## config.mk

```make
export PLATFORM = sky130hd
export DESIGN_NAME = seg_scan4
export DESIGN_NICKNAME = d
export VERILOG_FILES = /design/src/rtl/seg_scan4.sv
export SDC_FILE = /design/constraint.sdc
export NUM_CORES = 1
export LEC_CHECK = 0
export BUFFER_PORTS_ARGS = -buffer_cell sky130_fd_sc_hd__buf_2
export CAP_MARGIN = 25
export CORE_ASPECT_RATIO = 1.1
export CORE_UTILIZATION = 51
export CTS_CLUSTER_DIAMETER = 60
export DETAILED_ROUTE_END_ITERATION = 16
export PLACE_DENSITY = 0.81
export SETUP_SLACK_MARGIN = 0.02
export SYNTH_ARGS = -nofsm -noshare
export SYNTH_HDL_FRONTEND = slang
export SYNTH_SLANG_ARGS = --single-unit
```

## constraint.sdc

```tcl
create_clock -name clk -period 2.18 [get_ports clk]
set_clock_uncertainty 0.2 [all_clocks]
set_input_delay 0.109 -clock clk [delete_from_list [all_inputs] [get_ports clk]]
set_output_delay 0.109 -clock clk [all_outputs]
set_load 0.02 [all_outputs]
```

## src/rtl/seg_scan4.sv

```systemverilog
// -----------------------------------------------------------------------------
// seg_scan4 - four-digit multiplexed seven-segment display driver.
//
// Captures four BCD digits plus the counter chain's overflow flag into a
// shadow register. It then time-multiplexes the digits onto a common-anode
// display. Each digit slot lasts SCAN_DIV cycles. The first cycle of a slot
// is dark, as an anti-ghosting gap. All outputs are registered.
//
// Optional feature: define SEG_LZB_EN to enable leading-zero blanking on
// digits 3..1. Digit 0 is never blanked.
//
// Ports:
//   clk    in   system clock, rising edge
//   clr_n  in   asynchronous active-low reset
//   en     in   scan enable; low freezes scanning and darkens the display
//   ld_n   in   synchronous active-low capture of bcd into the shadow
//   bcd    in   four BCD digits, [3:0] = digit 0 (rightmost)
//   ovf    in   overflow/carry flag, sampled every edge (sticky)
//   seg    out  segment cathodes {g,f,e,d,c,b,a}, active-low
//   dp_n   out  decimal point, active-low (overflow indicator on digit 3)
//   an_n   out  digit anodes, active-low one-hot
//   frame  out  one-cycle pulse at the end of each four-digit scan
// -----------------------------------------------------------------------------
module seg_scan4 #(
   parameter int unsigned SCAN_DIV = 50000
) (
   input  logic        clk,
   input  logic        clr_n,
   input  logic        en,
   input  logic        ld_n,
   input  logic [15:0] bcd,
   input  logic        ovf,
   output logic [6:0]  seg,
   output logic        dp_n,
   output logic [3:0]  an_n,
   output logic        frame
);

   localparam int unsigned PW = $clog2(SCAN_DIV);
   localparam logic [PW-1:0] PRESC_MAX = PW'(SCAN_DIV - 1);

   localparam logic [6:0] SEG_DARK = 7'h7F;

   logic [15:0]   shadow_q, shadow_d;
   logic          ovf_flag_q, ovf_flag_d;
   logic [PW-1:0] presc_q, presc_d;
   logic [1:0]    idx_q, idx_d;
   logic [6:0]    seg_q, seg_d;
   logic          dp_n_q, dp_n_d;
   logic [3:0]    an_n_q, an_n_d;
   logic          frame_q, frame_d;

   logic [3:0]    digit;
   logic          lit;
   logic          blank;
   logic          wrap;

   // Active-low hex patterns; codes 10..15 show a dash (segment g only).
   function automatic logic [6:0] decode(input logic [3:0] d);
      logic [6:0] s;
      case (d)
         4'd0:    s = 7'h40;
         4'd1:    s = 7'h79;
         4'd2:    s = 7'h24;
         4'd3:    s = 7'h30;
         4'd4:    s = 7'h19;
         4'd5:    s = 7'h12;
         4'd6:    s = 7'h02;
         4'd7:    s = 7'h78;
         4'd8:    s = 7'h00;
         4'd9:    s = 7'h10;
         default: s = 7'h3F;
      endcase
      return s;
   endfunction

   // Digit of the current slot.
   always_comb begin
      digit = shadow_q[3:0];
      unique case (idx_q)
         2'd0: digit = shadow_q[3:0];
         2'd1: digit = shadow_q[7:4];
         2'd2: digit = shadow_q[11:8];
         2'd3: digit = shadow_q[15:12];
      endcase
   end

`ifdef SEG_LZB_EN
   // A digit is blanked when it and every more-significant digit are zero.
   // Invalid codes are nonzero and therefore stop the blanking.
   logic [3:0] nz;
   always_comb begin
      for (int i = 0; i < 4; i++) begin
         nz[i] = (shadow_q[4*i +: 4] != 4'd0);
      end
      blank = 1'b0;
      unique case (idx_q)
         2'd0: blank = 1'b0;
         2'd1: blank = ~(nz[3] | nz[2] | nz[1]);
         2'd2: blank = ~(nz[3] | nz[2]);
         2'd3: blank = ~nz[3];
      endcase
   end
`else
   assign blank = 1'b0;
`endif

   // Next-state: shadow capture, sticky overflow, prescaler and digit index.
   always_comb begin
      shadow_d   = shadow_q;
      ovf_flag_d = ovf_flag_q;
      presc_d    = presc_q;
      idx_d      = idx_q;
      wrap       = (presc_q == PRESC_MAX);

      if (!ld_n) begin
         shadow_d = bcd;
      end

      // A set on the same edge as a capture takes priority over the clear.
      if (ovf) begin
         ovf_flag_d = 1'b1;
      end else if (!ld_n) begin
         ovf_flag_d = 1'b0;
      end

      if (en) begin
         if (wrap) begin
            presc_d = '0;
            idx_d   = idx_q + 2'd1;
         end else begin
            presc_d = presc_q + 1'b1;
         end
      end
   end

   // Registered outputs, computed from the pre-edge state.
   always_comb begin
      lit     = en && (presc_q != '0);
      an_n_d  = 4'hF;
      seg_d   = SEG_DARK;
      dp_n_d  = 1'b1;
      frame_d = en && wrap && (idx_q == 2'd3);

      if (lit) begin
         an_n_d = ~(4'b0001 << idx_q);
         seg_d  = blank ? SEG_DARK : decode(digit);
         dp_n_d = ~((idx_q == 2'd3) && ovf_flag_q);
      end
   end

   always_ff @(posedge clk or negedge clr_n) begin
      if (!clr_n) begin
         shadow_q   <= 16'h0000;
         ovf_flag_q <= 1'b0;
         presc_q    <= '0;
         idx_q      <= 2'd0;
         seg_q      <= SEG_DARK;
         dp_n_q     <= 1'b1;
         an_n_q     <= 4'hF;
         frame_q    <= 1'b0;
      end else begin
         shadow_q   <= shadow_d;
         ovf_flag_q <= ovf_flag_d;
         presc_q    <= presc_d;
         idx_q      <= idx_d;
         seg_q      <= seg_d;
         dp_n_q     <= dp_n_d;
         an_n_q     <= an_n_d;
         frame_q    <= frame_d;
      end
   end

   assign seg   = seg_q;
   assign dp_n  = dp_n_q;
   assign an_n  = an_n_q;
   assign frame = frame_q;

endmodule

```

==> impl_metrics.csv <==
group,metric,value,unit
final_layout,layout.nets,299,
route,via_per_inst,5.52,
logic_synthesis,postSynthAreaPerCell,11.6,um^2
logic_synthesis,synth-simple-area-share,12.8,%
clock_tree,cts_tree,"built",
die,io_pins,34,
die,dieArea,0.00474,mm^2
min_path,hp-class,"input pin to flip-flop",
sta,fmax,0.435,GHz
logic_synthesis,syn_area,0.00228,mm^2
logic_synthesis,yosys_warnings,0,
final_layout,num_antenna_cells,0,
sta,fin_crit,2.30,ns
global_routing,antenna_found_initial,0,
logic_synthesis,ys.flop_type,"dfrtp_1",
sta,worstMarginPinSlew,0.570,ns
logic_synthesis,synthCells,196,
place,place_congestion,0.909,
sta,slew_violations,0,
logic_synthesis,synthArstFlopShare,100,%
logic_synthesis,yosysMostFrequentCell,"dfrtp_1",
route,dr.pass1.iters,4,
logic_synthesis,yosysUniqueCellTypes,44,
final_layout,drive_gt1_share,40.9,%
route,drt-total-wl,5050,um
setup_path,arrival,2.35,ns
final_layout,area_growth,31.8,%
setup_path,startpoint_type,"flip-flop",
global_routing,grt_usage,23.3,%
pwr,p_sw_share,29.7,%
pwr,p_leak,1.35,nW
clock_tree,clockBufferDepth,2,
pwr,powerDensity,694,mW/mm^2
route,ant_nets,0,
place,port_buffers,33,
global_routing,grt_pass1_vias,1690,
logic_synthesis,synth_adder_area_share,5.49,%
sta,fin_crit_sh,105,%
logic_synthesis,synth_edf_count,0,
clock_tree,h-tree-depth,2,
clock_tree,clk_pin_slew,0.09,ns
final_layout,seq_area,0.00122,mm^2
pwr,p_switching,0.619,mW
sta,relSlewSlack,62.0,%
logic_synthesis,synthMuxAreaShare,11.7,%
logic_synthesis,synth-compound-area-share,9.07,%
logic_synthesis,ys_top_cells_by_count,"36 x dfrtp_1, 18 x mux2_2, 15 x inv_1",
sta,setup_tns,-0.404,ns
final_layout,stdcell_count,323,
setup_path,path_max_fanout,7,
final_layout,multi_input_area,0.00105,mm^2
global_routing,overflow,0,
outcome,violations,"negative setup slack",
die,core_area,0.00429,mm^2
outcome,outcome,"finished, violations left",
setup_path,worstPathRequired,2.23,ns
place,hpwl,3190,um
global_routing,grt_pass1_wl,8110,um
place,place_ws,-0.104,ns
route,drt_first_iter_violations,91,
sta,hold_viol_final,0,
route,drc_errors,0,
clock_tree,clk_latency,0.30,ns
pwr,irDropWorstVdd,639,uV
sta,finalSetupViolCount,6,
sta,setup_slack,-0.117,ns
setup_path,end_kind,"flip-flop",
logic_synthesis,synth_top_family_by_area,"simple AND/OR/NAND/NOR gates",
logic_synthesis,ys_seq_area_share,53.4,%
sta,rsz0062_at_grt,"yes",
final_layout,layout.filler_cells,270,
logic_synthesis,synth_xor_area_share,3.85,%
pwr,power_frac_seq,54.0,%
logic_synthesis,ys_seq_elements,48,
route,vias,1782,
pwr,comb_power_share,19.5,%
clock_tree,cts_buffers,5,
sta,hold_slack,0.0666,ns
run,maxCapViolations,0,
die,initial_core_util,53.1,%
logic_synthesis,yosys.area.top_type_share,39.6,%
die,rows,25,
logic_synthesis,yosysTopAreaCell,"dfrtp_1",
clock_tree,numClockSinks,48,
logic_synthesis,synth_area_leaders,"dfrtp_1 40%, dfstp_2 14%, mux2_2 8.9%",
pwr,power.total,2.08,mW
clock_tree,root_buffer,"clkbuf_8",
route,routedWlPerCell,15.6,um
pwr,intPower,1.46,mW
pwr,power_frac_clock,26.5,%
die,die_h,72.1,um
final_layout,post-route-util,70.0,%
global_routing,grt_max_degree,49,
setup_path,criticalPathCategory,"flip-flop to flip-flop",
place,dp.cells,289,
place,postPlaceCellArea,0.00259,mm^2
die,die_w,65.7,um
final_layout,final_cell_area,0.00300,mm^2
logic_synthesis,syn_nets,227,
sequential cells by signal, summed over array words and instances, names as in the netlist:
register / count
idx_q: 2
presc_q: 16
an_n: 4
seg: 7
shadow_q: 16
dp_n: 1
frame: 1
ovf_flag_q: 1
cells by family (layout without fill, tap and decap cells):
kind of cell | after synthesis | after routing
adders and majority gates | 10 | 10
AOI/OAI and AO/OA | 30 | 30
muxes | 24 | 24
xor gates and xnor gates | 10 | 10
DFF | 48 | 48
and+or+nand+nor | 52 | 52
buffers and inverters | 22 | 95
power by group through the flow:
stage,Sequential [mW],Clock (mW),Combinational [mW]
6_report,1.12,0.552,0.406
5_1_grt,1.14,0.589,0.444
4_1_cts,1.12,0.563,0.386
3_5_place_dp,1.13,0,0.345
3_3_place_gp,1.13,0,0.333
2_1_floorplan,1.12,0,0.213
layout make-up:
cell class	count	area share [%]
flip-flops and latches	48	40.6
clock buffers	6	2.75
clock inverters	2	0.500
well taps	54	2.25
multi-input cells	126	35.2
inverters	15	1.88
repair buffers	72	16.8
layout by cell type (no fill, tap or decap), drive strengths merged, types with 4 or more instances in the layout:
cell type | Yosys | routed
clkbuf | 5 | 6
xor2 | 5 | 5
inv | 15 | 15
a222oi | 4 | 4
dfstp | 12 | 12
o21ai | 10 | 10
nand2 | 10 | 10
dlygate4sd3 | 0 | 19
ha | 10 | 10
buf | 2 | 53
nand3 | 14 | 14
nor2 | 7 | 7
mux2i | 6 | 6
xnor2 | 5 | 5
dfrtp | 36 | 36
mux2 | 18 | 18
worst paths after layout:
path | slack, ns | startpoint | cells past startpoint | endpoint
setup / recovery | -0.12 | idx_q[1]$_DFFE_PN0P_ | 5 | seg[3]$_DFF_PN1_
hold / removal | 0.07 | ld_n | 2 | ovf_flag_q$_DFFE_PN0P_
setup reg to reg | -0.12 | idx_q[1]$_DFFE_PN0P_ | 5 | seg[3]$_DFF_PN1_
hold reg to reg | 0.25 | ovf_flag_q$_DFFE_PN0P_ | 1 | dp_n$_DFF_PN1_
max in group asynchronous | 1.14 | clr_n | 3 | idx_q[1]$_DFFE_PN0P_
min in group asynchronous | 0.21 | clr_n | 3 | shadow_q[0]$_DFFE_PN0N_
critical path, stage by stage (launching register included):
cell and delay, ns:
dfrtp_2 0.47, ha_4 0.20, a222oi_1 0.53, mux2i_4 0.19, or4b_4 0.59, nand3_2 0.07
what timing repair did:
action,CTS,global route
hold endpoints to repair,56,0
buffers inserted,1,6
setup endpoints to repair,7,7
resized for setup,14,5
pin swaps,5,7
hold buffers,19,0
metal layers:
layer	vias up	wire length, um	GRT usage, %
met3	21	220	6.29
met1	866	2100	29.1
met4	0	170	11.6
met2	54	2560	37.0
li1	841	-	-
met5	-	0	0
(Power assumes the default switching activity.)
